<file path="config.mk">
export PLATFORM = sky130hd
export DESIGN_NAME = mem_wait_ctrl
export DESIGN_NICKNAME = d
export VERILOG_FILES = /design/src/rtl/cpu_pkg.sv /design/src/rtl/wait_counter.sv /design/src/rtl/mem_wait_ctrl.sv
export SDC_FILE = /design/constraint.sdc
export NUM_CORES = 1
export LEC_CHECK = 0
export ABC_AREA = 1
export ABC_CLOCK_PERIOD_IN_PS = 6100
export BUFFER_PORTS_ARGS = -buffer_cell sky130_fd_sc_hd__buf_4
export CELL_PAD_IN_SITES_DETAIL_PLACEMENT = 0
export CELL_PAD_IN_SITES_GLOBAL_PLACEMENT = 1
export CORE_MARGIN = 5
export CORE_UTILIZATION = 25
export DETAILED_ROUTE_END_ITERATION = 7
export GPL_TIMING_DRIVEN = 0
export PLACE_DENSITY_LB_ADDON = 0.1
export SLEW_MARGIN = 25
export SYNTH_ARGS = -nofsm -noshare
export SYNTH_HDL_FRONTEND = slang
export SYNTH_SLANG_ARGS = --single-unit
</file>
<file path="constraint.sdc">
create_clock -name clk_in -period 6.1 [get_ports clk_in]
set_clock_uncertainty 0.2 [all_clocks]
set_input_delay 0.915 -clock clk_in [delete_from_list [all_inputs] [get_ports clk_in]]
set_output_delay 0.915 -clock clk_in [all_outputs]
set_load 0.02 [all_outputs]
</file>
<file path="src/rtl/cpu_pkg.sv">
// Shared definitions for the data-memory access path.
// State encoding and default wait-state latencies.
package cpu_pkg;

    typedef enum logic [1:0] {
        IDLE    = 2'd0,
        RD_WAIT = 2'd1,
        WR_WAIT = 2'd2,
        DONE    = 2'd3
    } state_t;

    localparam int DEF_ADDR_W = 32;
    localparam int DEF_DATA_W = 32;
    localparam int DEF_RD_LAT = 2;
    localparam int DEF_WR_LAT = 1;
    localparam int CNT_W      = 3;

    // Counter preload for a latency of lat cycles (counts lat-1 .. 0).
    function automatic logic [CNT_W-1:0] lat_preload(input int lat);
        return CNT_W'(lat - 1);
    endfunction

endpackage

</file>
<file path="src/rtl/wait_counter.sv">
// Loadable 3-bit down-counter with zero flag.
// Shared by the read and write wait phases.
module wait_counter
    import cpu_pkg::*;
(
    input  logic             clk_in,
    input  logic             rst,
    input  logic             load,
    input  logic             dec,
    input  logic [CNT_W-1:0] load_val,
    output logic             zero
);

    logic [CNT_W-1:0] cnt;

    always_ff @(posedge clk_in or posedge rst) begin
        if (rst) begin
            cnt <= '0;
        end else if (load) begin
            cnt <= load_val;
        end else if (dec && cnt != '0) begin
            cnt <= cnt - 1'b1;
        end
    end

    assign zero = (cnt == '0);

endmodule

</file>
<file path="src/rtl/mem_wait_ctrl.sv">
// Data-memory access sequencer: fixed wait-state RAM transactions
// with a clock-enable style pipeline stall.
module mem_wait_ctrl
    import cpu_pkg::*;
#(
    parameter int ADDR_W = DEF_ADDR_W,
    parameter int DATA_W = DEF_DATA_W,
    parameter int RD_LAT = DEF_RD_LAT,
    parameter int WR_LAT = DEF_WR_LAT
) (
    input  logic              clk_in,
    input  logic              rst,
    input  logic              memtoreg,
    input  logic              memwrite,
    input  logic [ADDR_W-1:0] addr,
    input  logic [DATA_W-1:0] wdata,
    output logic              stall,
    output logic [DATA_W-1:0] rdata_out,
    output logic              rdata_valid,
    output logic              conflict,
    output logic [ADDR_W-1:0] mem_addr,
    output logic [DATA_W-1:0] mem_wdata,
    output logic              mem_re,
    output logic              mem_we,
    input  logic [DATA_W-1:0] mem_rdata
);

    state_t           state;
    state_t           state_nx;
    logic             cnt_load;
    logic             cnt_dec;
    logic [CNT_W-1:0] cnt_val;
    logic             cnt_zero;

    wait_counter u_cnt (
        .clk_in   (clk_in),
        .rst      (rst),
        .load     (cnt_load),
        .dec      (cnt_dec),
        .load_val (cnt_val),
        .zero     (cnt_zero)
    );

    always_ff @(posedge clk_in or posedge rst) begin
        if (rst) state <= IDLE;
        else     state <= state_nx;
    end

    always_comb begin
        state_nx = state;
        unique case (state)
            IDLE: begin
                if (memtoreg)      state_nx = RD_WAIT;
                else if (memwrite) state_nx = WR_WAIT;
            end
            RD_WAIT: if (cnt_zero) state_nx = DONE;
            WR_WAIT: if (cnt_zero) state_nx = DONE;
            DONE:    state_nx = IDLE;
        endcase
    end

    // Stall is gated by reset so an aborted request cannot hold the pipe.
    always_comb begin
        stall    = 1'b0;
        cnt_load = 1'b0;
        cnt_dec  = 1'b0;
        cnt_val  = '0;
        unique case (state)
            IDLE: begin
                stall    = memtoreg | memwrite;
                cnt_load = memtoreg | memwrite;
                cnt_val  = memtoreg ? lat_preload(RD_LAT)
                                    : lat_preload(WR_LAT);
            end
            RD_WAIT, WR_WAIT: begin
                stall   = 1'b1;
                cnt_dec = 1'b1;
            end
            DONE: stall = 1'b0;
        endcase
        stall = stall & ~rst;
    end

    always_ff @(posedge clk_in or posedge rst) begin
        if (rst) begin
            rdata_out   <= '0;
            rdata_valid <= 1'b0;
            conflict    <= 1'b0;
            mem_addr    <= '0;
            mem_wdata   <= '0;
            mem_re      <= 1'b0;
            mem_we      <= 1'b0;
        end else begin
            rdata_valid <= 1'b0;
            conflict    <= 1'b0;
            unique case (state)
                IDLE: begin
                    if (memtoreg) begin
                        mem_addr <= addr;
                        mem_re   <= 1'b1;
                        conflict <= memwrite;
                    end else if (memwrite) begin
                        mem_addr  <= addr;
                        mem_wdata <= wdata;
                        mem_we    <= 1'b1;
                    end
                end
                RD_WAIT: begin
                    if (cnt_zero) begin
                        rdata_out   <= mem_rdata;
                        rdata_valid <= 1'b1;
                        mem_re      <= 1'b0;
                    end
                end
                WR_WAIT: if (cnt_zero) mem_we <= 1'b0;
                DONE: ;
            endcase
        end
    end

endmodule
</file>
# ---- Word level (Yosys, flattened, before mapping)
# Cells that the tools add are included.
dict set report op_classes {
  addsub 1
  n_mul 0
  div 0
  order_cmp 0
  eq_ne 10
  n_shift 0
  n_mux 23
  bitwise 4
  reduce_logical 15
}
# operator count
set ops {}
lappend ops {{$mux 32} 2}
lappend ops {{$mux 1} 12}
lappend ops {{$ne 2x2->1 const B} 5}
lappend ops {{$reduce_bool 2->1} 4}
lappend ops {{$mux 2} 3}
lappend ops {{$mux 3} 2}
lappend ops {{$pmux 2 s3} 1}
lappend ops {{$reduce_and 2->1} 3}
lappend ops {{$reduce_and 3->1} 2}
lappend ops {{$eq 2x2->1 const B} 2}
lappend ops {{$pmux 1 s2} 2}
lappend ops {{$reduce_and 4->1} 1}
lappend ops {{$logic_not 3->1} 1}
lappend ops {{$ne 3x3->1 const B} 1}
lappend ops {{$pmux 1 s3} 1}
lappend ops {{$reduce_bool 3->1} 1}
lappend ops {{$sub 3x1->3 const B} 1}
lappend ops {{$eq 2x1->1 const B} 1}
lappend ops {{$logic_not 2->1} 1}
lappend ops {{$ne 2x1->1 const B} 1}
lappend ops {{$not 1->1} 2}
lappend ops {{$reduce_or 2->1} 1}
lappend ops {{$and 1x1->1} 1}
lappend ops {{$logic_and 1x1->1} 1}
lappend ops {{$or 1x1->1} 1}
dict set report word_totals {
  register_bits 105
  latchBits 0
  ramBits 0
  rom_bits 0
  word_cells 62
  memories 0
}

# ---- Longest topological paths before layout
# Gate-level depths: netlist of run 1.
dict set report logic_depth {
  depth_word 6
  depth_mapped 9
  mapped_depth_nobuf 8
}

# ---- By module
# A second synthesis of run 1 with hierarchy kept.
dict set report unflattened {
  hier_cells 483
  hier_area_um2 4334.2
}
# mod n_inst cells_each area_each_um2 seq_area_each_um2
set modules_own_cells {}
lappend modules_own_cells {mem_wait_ctrl 1 455 4137.7 2552.4}
lappend modules_own_cells {wait_counter 1 28 196.4 75.1}

# ---- Least setup slack after synthesis of run 1
# No wires, ideal clock.
dict set report synth_path {
  path_kind {input port to output port}
  startpoint {input port memtoreg}
  endpoint {output port stall}
  t_arrival_ns 1.456
  path_slack_ns 3.529
  path_stages 4
  path_buffers 0
  path_cell_list {inv_2 -> nand2_2 -> nand2_1 -> a21oi_1}
}
dict set report synth_between {
  elab_chain_cells 3
}
# item line_no
set synth_lines {}
lappend synth_lines {{from (decl)} mem_wait_ctrl.sv:13} ;# input logic memtoreg,
lappend synth_lines {{$or 1x1->1} mem_wait_ctrl.sv:70} ;# stall = memtoreg | memwrite;
lappend synth_lines {{$pmux 1 s3} mem_wait_ctrl.sv:68} ;# unique case (state)
lappend synth_lines {{$and 1x1->1} mem_wait_ctrl.sv:81} ;# stall = stall & ~rst;
lappend synth_lines {{to (decl)} mem_wait_ctrl.sv:17} ;# output logic stall,
# Every way passes these cells.

# ---- Worst setup path after layout of run 1
dict set report layout_path {
  startpoint {register state[0]}
  endpoint {output port stall}
}
dict set report layout_between {
  elab_chain_cells 4
  elab_cells_between_ends 7
  cone_classes {eq/ne (3); mux (1); bitwise (1); reduce/logical (2)}
}
# item line_no
set layout_lines {}
lappend layout_lines {{from (decl)} mem_wait_ctrl.sv:28} ;# state_t state;
lappend layout_lines {{from (signal assigned)} mem_wait_ctrl.sv:46} ;# else state <= state_nx;
lappend layout_lines {{$eq 2x1->1 or $eq 2x2->1 (tied branches)} mem_wait_ctrl.sv:68}
lappend layout_lines {{$reduce_or 2->1 (no source line)} --}
lappend layout_lines {{$pmux 1 s3 (*)} mem_wait_ctrl.sv:68}
lappend layout_lines {{$and 1x1->1 (*)} mem_wait_ctrl.sv:81}
# Mark *: on every way between the ends. The rest lies on a longest branch, timed or not.

==> run summary, run 1 <==
top-count cell post-synth = nand2_1
Fin Hold WS = 0.2726 ns
vias in the first global route = 3,796
Critical Path AT = 1.63 ns
main combinational cell family by area after synthesis = simple AND/OR/NAND/NOR gates
gr usage total = 12.47%
largest area contributor in the netlist = dfrtp_1
Post-synth ARST share = 100.0%
total gr overflow = 0
Port Buffers = 200
CTS tree = built
largest net degree at the start of global routing = 60
routed wire length = 12.39 mm
post-detail-place hpwl = 9.379 mm
Area growth syn-to-layout = 49.02%
Routed Antenna Nets = 0
final number of max-transition violations = 0
unrepaired setup endpoints after global routing = false
initial antenna violation count = 0
GPL Wtd Cong = 0.7236
FF-to-FF End = mem_addr[21]$_DFFE_PP0N_
f_max = 364.3 MHz
PwrDens = 547.0 mW/mm^2
CTS Sinks = 105
Vias per Instance = 4.059
Simple-Gate Fraction of Synth Area = 24.10%
CP Launch Type = flip-flop
kind of critical path = flip-flop to output pin
worst skew pair latency = 0.34 ns
reg-to-reg slack, setup = 4.42 ns
leading post-synthesis cells by cell area = dfrtp_1, nand2_1, nand3_1
Root Driver = clkbuf_16
element type at the critical path end = output pin
worst setup path end = stall
Commonest cells post-synth = nand2_1, dfrtp_1, inv_1
IO Pins = 201
count of final setup violators = 0
area of the mapped netlist = 0.004288 sq mm
Die Span Y = 141.0 um
die width = 141.0 um
nets = 797
first-pass detailed-route iteration total = 4
Gate Count Post-Synth = 479
Final Hold Violating Endpoints = 0
worst setup path startpoint = state[0]$_DFFE_PP0P_
Slew @ Worst Pin = 0.4525 ns
clock period minus worst slack = 2.745 ns
Crit path required time = 4.98 ns
R2R Path Start = state[0]$_DFFE_PP0P_
initial core utilization = 25.67%
Row Count = 47
Synth Flop Type = dfrtp_1
number of flops mapped to enable cells by yosys = 0
post-synthesis mux area share = 0%
total power = 3.495 mW
R2R cell count = 7
fin util = 38.26%
final worst-path cycle share = 45.00%
Setup TNS Final = 0 ns
Avg Inst Size Synth = 8.952 sq um
Netlist cell types = 18
Synthesis Warnings = 0
Hold Path Class = flip-flop to flip-flop
syn nets = 585
Synth Area in Adders = 1.751%
Max Root-Sink Buffers = 2
Yosys top cell area share = 61.28%
Post CTS Setup Buffer Count = 0
DRC = 0
Die ar. = 0.01987 sq mm
CTS buffer count = 9
Antenna diodes = 0
Starting DRT DRC Count = 133
post-cts sizing count = 0
status = complete, no violations
first-pass GRT wire length = 19.90 mm
P_leak = 3.564 nW
Via Count = 3,718
clock slew at reported path FFs = 0.07 ns
register bit count reported by yosys = 105
fraction of layout cells with a size suffix above 1 = 35.34%
crit-path max FO = 5
xor/xnor share of the synthesized area = 0.2043%
drt wl/cell = 13.53 um
CTS Hold Bufs = 0
core area = 0.01670 sq mm
Relative slew margins = 69.81%
H-tree Lvls = 3
compound-gate portion of the synthesized area = 5.107%
sequential element share of the synthesized area = 61.28%
VDD IR-drop max = 0.1835 mV
Max-cap violations = 0
## through the flow
step / worst slack, ns / cells / instance area, sq um
floorplan: 2.224 / 479 / 4288
global placement: 0.6508 / 899 / 6065
detailed placement: 3.375 / 900 / 6097
CTS: 3.324 / 916 / 6390
global route: 3.229 / 916 / 6390
finish: 3.355 / 916 / 6390
## per-layer routing
metal	track usage, %	wire, um
met1	15.87	5435
met2	19.91	5809
met3	4.131	975
met4	4.437	170
met5	0	0
## how the worst min path moves through the flow
stage	from	to	depth (start not counted)
finish	mem_addr[28]$_DFFE_PP0N_	mem_addr[28]$_DFFE_PP0N_	2
global route	mem_addr[30]$_DFFE_PP0N_	mem_addr[30]$_DFFE_PP0N_	2
CTS	mem_addr[28]$_DFFE_PP0N_	mem_addr[28]$_DFFE_PP0N_	2
floorplan	u_cnt.cnt[0]$_DFFE_PP0P_	u_cnt.cnt[0]$_DFFE_PP0P_	2
global placement	mem_addr[20]$_DFFE_PP0N_	mem_addr[20]$_DFFE_PP0N_	2
detailed placement	mem_addr[8]$_DFFE_PP0N_	mem_addr[8]$_DFFE_PP0N_	2
## cells by family (layout without fill, tap and decap cells)
logic type / count (synthesis) / after routing
buffers and inverters: 68 / 285
AO/OA/AOI/OAI: 41 / 41
XOR/XNOR: 1 / 1
AND/OR/NAND/NOR: 258 / 258
adder cells (fa/ha/maj): 6 / 6
flip-flops: 105 / 105
## where the power goes
| group | total [mW] | switching [mW] | internal (mW) |
|---|---|---|---|
| registers | 1.22 | 0.183 | 1.03 |
| logic | 1.71 | 1.01 | 0.704 |
| clock network | 0.567 | 0.266 | 0.301 |
## worst max-delay path: stages (launching register included)
cell and delay, ns:
dfrtp_1 0.38, inv_1 0.09, ha_1 0.29, inv_1 0.13, nand2_1 0.09, a21oi_1 0.15
buf_4 0.16
## area by class of cell
| class | instances | area [sq um] |
|---|---|---|
| repair buffers | 201 | 1529 |
| clock buffers | 11 | 252.7 |
| plain buffers | 22 | 151.4 |
| multi-input cells | 306 | 1336 |
| flip-flops and latches | 105 | 2628 |
| inverters | 46 | 177.7 |
| clock inverters | 5 | 40.04 |
| fillers | 1757 | 10310 |
| well taps | 220 | 275.3 |
## sequential cells by signal, summed over array words and instances (netlist names)
signal	flops
conflict	1
mem_addr	32
mem_re	1
mem_wdata	32
mem_we	1
rdata_out	32
rdata_valid	1
state	2
u_cnt.cnt	3
## layout by cell type, fill, tap and decap left out, types with 3 or more instances in the layout
master and instances:
nand2_1 214, buf_4 209, dfrtp_1 105, inv_1 43, nand3_1 37, o21ai_1 32, buf_2 10, clkbuf_16 9
o21ai_0 6, ha_1 6, nor2_1 4, buf_6 3, clkinvlp_4 3
(Power assumes the default switching activity.)
==> run 2: changes to the inputs <==
--- a/config.mk
+++ b/config.mk
@@ -6,7 +6,7 @@
 export NUM_CORES = 1
 export LEC_CHECK = 0
 export ABC_AREA = 1
-export ABC_CLOCK_PERIOD_IN_PS = 6100
+export ABC_CLOCK_PERIOD_IN_PS = 2500
 export BUFFER_PORTS_ARGS = -buffer_cell sky130_fd_sc_hd__buf_4
 export CELL_PAD_IN_SITES_DETAIL_PLACEMENT = 0
 export CELL_PAD_IN_SITES_GLOBAL_PLACEMENT = 1
==> constraint.sdc (replaced) <==
create_clock -name clk_in -period 2.5 [get_ports clk_in]
set_clock_uncertainty 0.2 [all_clocks]
set_input_delay 0.375 -clock clk_in [delete_from_list [all_inputs] [get_ports clk_in]]
set_output_delay 0.375 -clock clk_in [all_outputs]
set_load 0.02 [all_outputs]
==> run summary, run 2 (synthesis results as in run 1) <==
status = complete, no violations (unchanged)
post-cts sizing count = 0 (unchanged)
total gr overflow = 0 (unchanged)
Hold Crit Start = mem_rdata[24] (was mem_addr[28]$_DFFE_PP0N_)
first-pass GRT wire length = 20.52 mm (was 19.90 mm)
Regs by FF count = mem_addr x32, mem_wdata x32, rdata_out x32 (unchanged)
unrepaired setup endpoints after global routing = false (unchanged)
die width = 141.0 um (unchanged)
DRC = 0 (unchanged)
number of fill cells = 1,729 (was 1,757)
total power = 8.751 mW (was 3.495 mW)
critical path's top delay family = buffers and inverters (was flip-flops)
Placed Cells = 904 (was 900)
CP cell instances = inv_1, ha_1, inv_1, nand2_1, a21oi_1, buf_4 (unchanged)
nets = 802 (was 797)
final worst-path cycle share = 88.39%
post-detail-place hpwl = 9.739 mm (was 9.379 mm)
Clk network pwr share = 17.8% (was 16.2%)
Routed Antenna Nets = 0 (unchanged)
Post CTS Setup Buffer Count = 0 (unchanged)
count of final setup violators = 0 (unchanged)
VDD IR-drop max = 0.3813 mV (was 0.1835 mV)
first-pass detailed-route iteration total = 4 (unchanged)
post-place instance area = 0.006198 sq mm (was 0.006097 sq mm)
gr usage total = 12.74% (was 12.47%)
NetSw = 3.591 mW (was 1.458 mW)
CTS Sinks = 105 (unchanged)
most common cell after layout, fill and taps aside = nand2_1 (unchanged)
Port Buffers = 200 (unchanged)
largest net degree at the start of global routing = 25 (was 60)
IO Pins = 201 (unchanged)
vias in the first global route = 3,942 (was 3,796)
Vias per Instance = 4.064 (was 4.059)
Die ar. = 0.01987 sq mm (unchanged)
Hold Path Class = input pin to flip-flop (was flip-flop to flip-flop)
P_leak = 3.632 nW (was 3.564 nW)
Starting DRT DRC Count = 188 (was 133)
Critical Path AT = 1.63 ns (about the same)
CTS tree = built (unchanged)
sw frac = 41.03% (was 41.71%)
CP Launch Type = flip-flop (unchanged)
initial core utilization = 25.67% (unchanged)
Via Count = 3,743 (was 3,718)
fin util = 39.14% (was 38.26%)
most frequent cells in the layout = nand2_1, buf_4, dfrtp_1 (unchanged)
Hold Path Sink = rdata_out[24]$_DFFE_PP0P_ (was mem_addr[28]$_DFFE_PP0N_)
Relative slew margins = 67.86% (was 69.81%)
final instance area = 0.006536 sq mm (was 0.006390 sq mm)
worst skew pair latency = 0.34 ns (about the same)
routed wire length = 12.65 mm (was 12.39 mm)
Root Driver = clkbuf_16 (unchanged)
Hold Path Stages = 3 (was 2)
worst path bufs/invs = 3 (unchanged)
Slew @ Worst Pin = 0.4811 ns (was 0.4525 ns)
kind of critical path = flip-flop to output pin (unchanged)
reg-to-reg slack, setup = 0.83 ns (was 4.42 ns)
sequential group share of total power = 34.1% (was 34.8%)
clock slew at reported path FFs = 0.07 ns (about the same)
Max Root-Sink Buffers = 2 (unchanged)
Max stage delay on crit path = 0.38 ns (about the same)
drt wl/cell = 13.73 um (was 13.53 um)
Die Span Y = 141.0 um (unchanged)
GPL Wtd Cong = 0.7229 (was 0.7236)
FF-to-FF End = mem_addr[28]$_DFFE_PP0N_ (was mem_addr[21]$_DFFE_PP0N_)
initial antenna violation count = 0 (unchanged)
H-tree Lvls = 3 (unchanged)
clock period minus worst slack = 2.210 ns
Row Count = 47 (unchanged)
CP max stage cell = dfrtp_1 (unchanged)
R2R cell count = 7 (unchanged)
R2R Path Start = state[0]$_DFFE_PP0P_ (unchanged)
Pint = 5.161 mW (was 2.037 mW)
core area = 0.01670 sq mm (unchanged)
CTS buffer count = 9 (unchanged)
Non-Filler Instances = 921 (was 916)
Antenna diodes = 0 (unchanged)
Final Hold Violating Endpoints = 0 (unchanged)
f_max = 452.6 MHz
fraction of layout cells with a size suffix above 1 = 35.66% (was 35.34%)
Setup TNS Final = 0 ns (unchanged)
Max-cap violations = 0 (unchanged)
element type at the critical path end = output pin (unchanged)
most used cell along the critical path = inv_1 (unchanged)
crit-path max FO = 5 (unchanged)
Gate power share = 48.1% (was 49.0%)
Area growth syn-to-layout = 52.44% (was 49.02%)
PwrDens = 1339 mW/mm^2 (was 547.0 mW/mm^2)
final number of max-transition violations = 0 (unchanged)
Crit path required time = 1.92 ns (was 4.98 ns)
==> run 2: cell count changes in the layout (fill, tap and decap cells not counted), sizes merged <==
cell / before / now
buf: 223 / 227
clkbuf: 11 / 10
bufinv: 0 / 2
dlygate4sd3: 0 / 1
clkinv: 2 / 1
==> run 2: cell type report <==
class                      count  area [sq um]  area share [%]
clock buffer                  10         239.0           3.656
multi-input combinational    306          1336           20.44
inverter                      46         176.4           2.699
sequential                   105          2628           40.20
timing repair buffer         206          1642           25.11
buffer                        22         151.4           2.316
clock inverter                 6         88.84           1.359
tap                          220         275.3           4.211
==> run 2: worst max path at each step <==
stage / start / end / slack (ns) / cells past startpoint
2_1_floorplan: rst / conflict$_DFF_PP0_ / 0.67 / 1
3_3_place_gp: rst / rdata_out[23]$_DFFE_PP0P_ / -0.20 / 2
3_5_place_dp: state[0]$_DFFE_PP0P_ / stall / 0.65 / 6
4_1_cts: state[0]$_DFFE_PP0P_ / stall / 0.25 / 6
5_1_grt: state[0]$_DFFE_PP0P_ / stall / 0.15 / 6
6_report: state[0]$_DFFE_PP0P_ / stall / 0.29 / 6
==> run 2: timing repair <==
item	CTS	global route
hold buffers	1	0
setup endpoints to repair	0	0
hold endpoints to repair	13	0
==> run 2: stage by stage <==
stage,setup slack [ns],hold slack (ns)
after floorplan,0.6655,0.2488
after global placement,-0.1963,0.2579
after detailed placement,0.6485,0.2373
after CTS,0.2527,0.004478
after global routing,0.1471,0.01583
final,0.2903,0.02556
==> run 2: tightest hold or removal path, delay by kind of cell <==
family,cells,cell delay (ns)
AND/OR/NAND/NOR,2,0.08
buffers and inverters,1,0.07
==> run 2: metal layers <==
layer  up-vias  track usage (%)  wire [um]
met3         9            3.623        858
met1      1713            16.50       5634
met5         -                0          0
li1       1909                -          -
met2       112            20.79       6007
met4         0            3.825        144
==> run 2: power by group through the flow <==
stage | combinational (mW) | clock, mW | sequential [mW]
finish | 4.21 | 1.56 | 2.98
global route | 4.65 | 1.69 | 3.09
CTS | 4.30 | 1.63 | 2.99
detailed placement | 4.31 | 0 | 3.00
floorplan | 1.47 | 0 | 3.90
global placement | 4.23 | 0 | 2.99
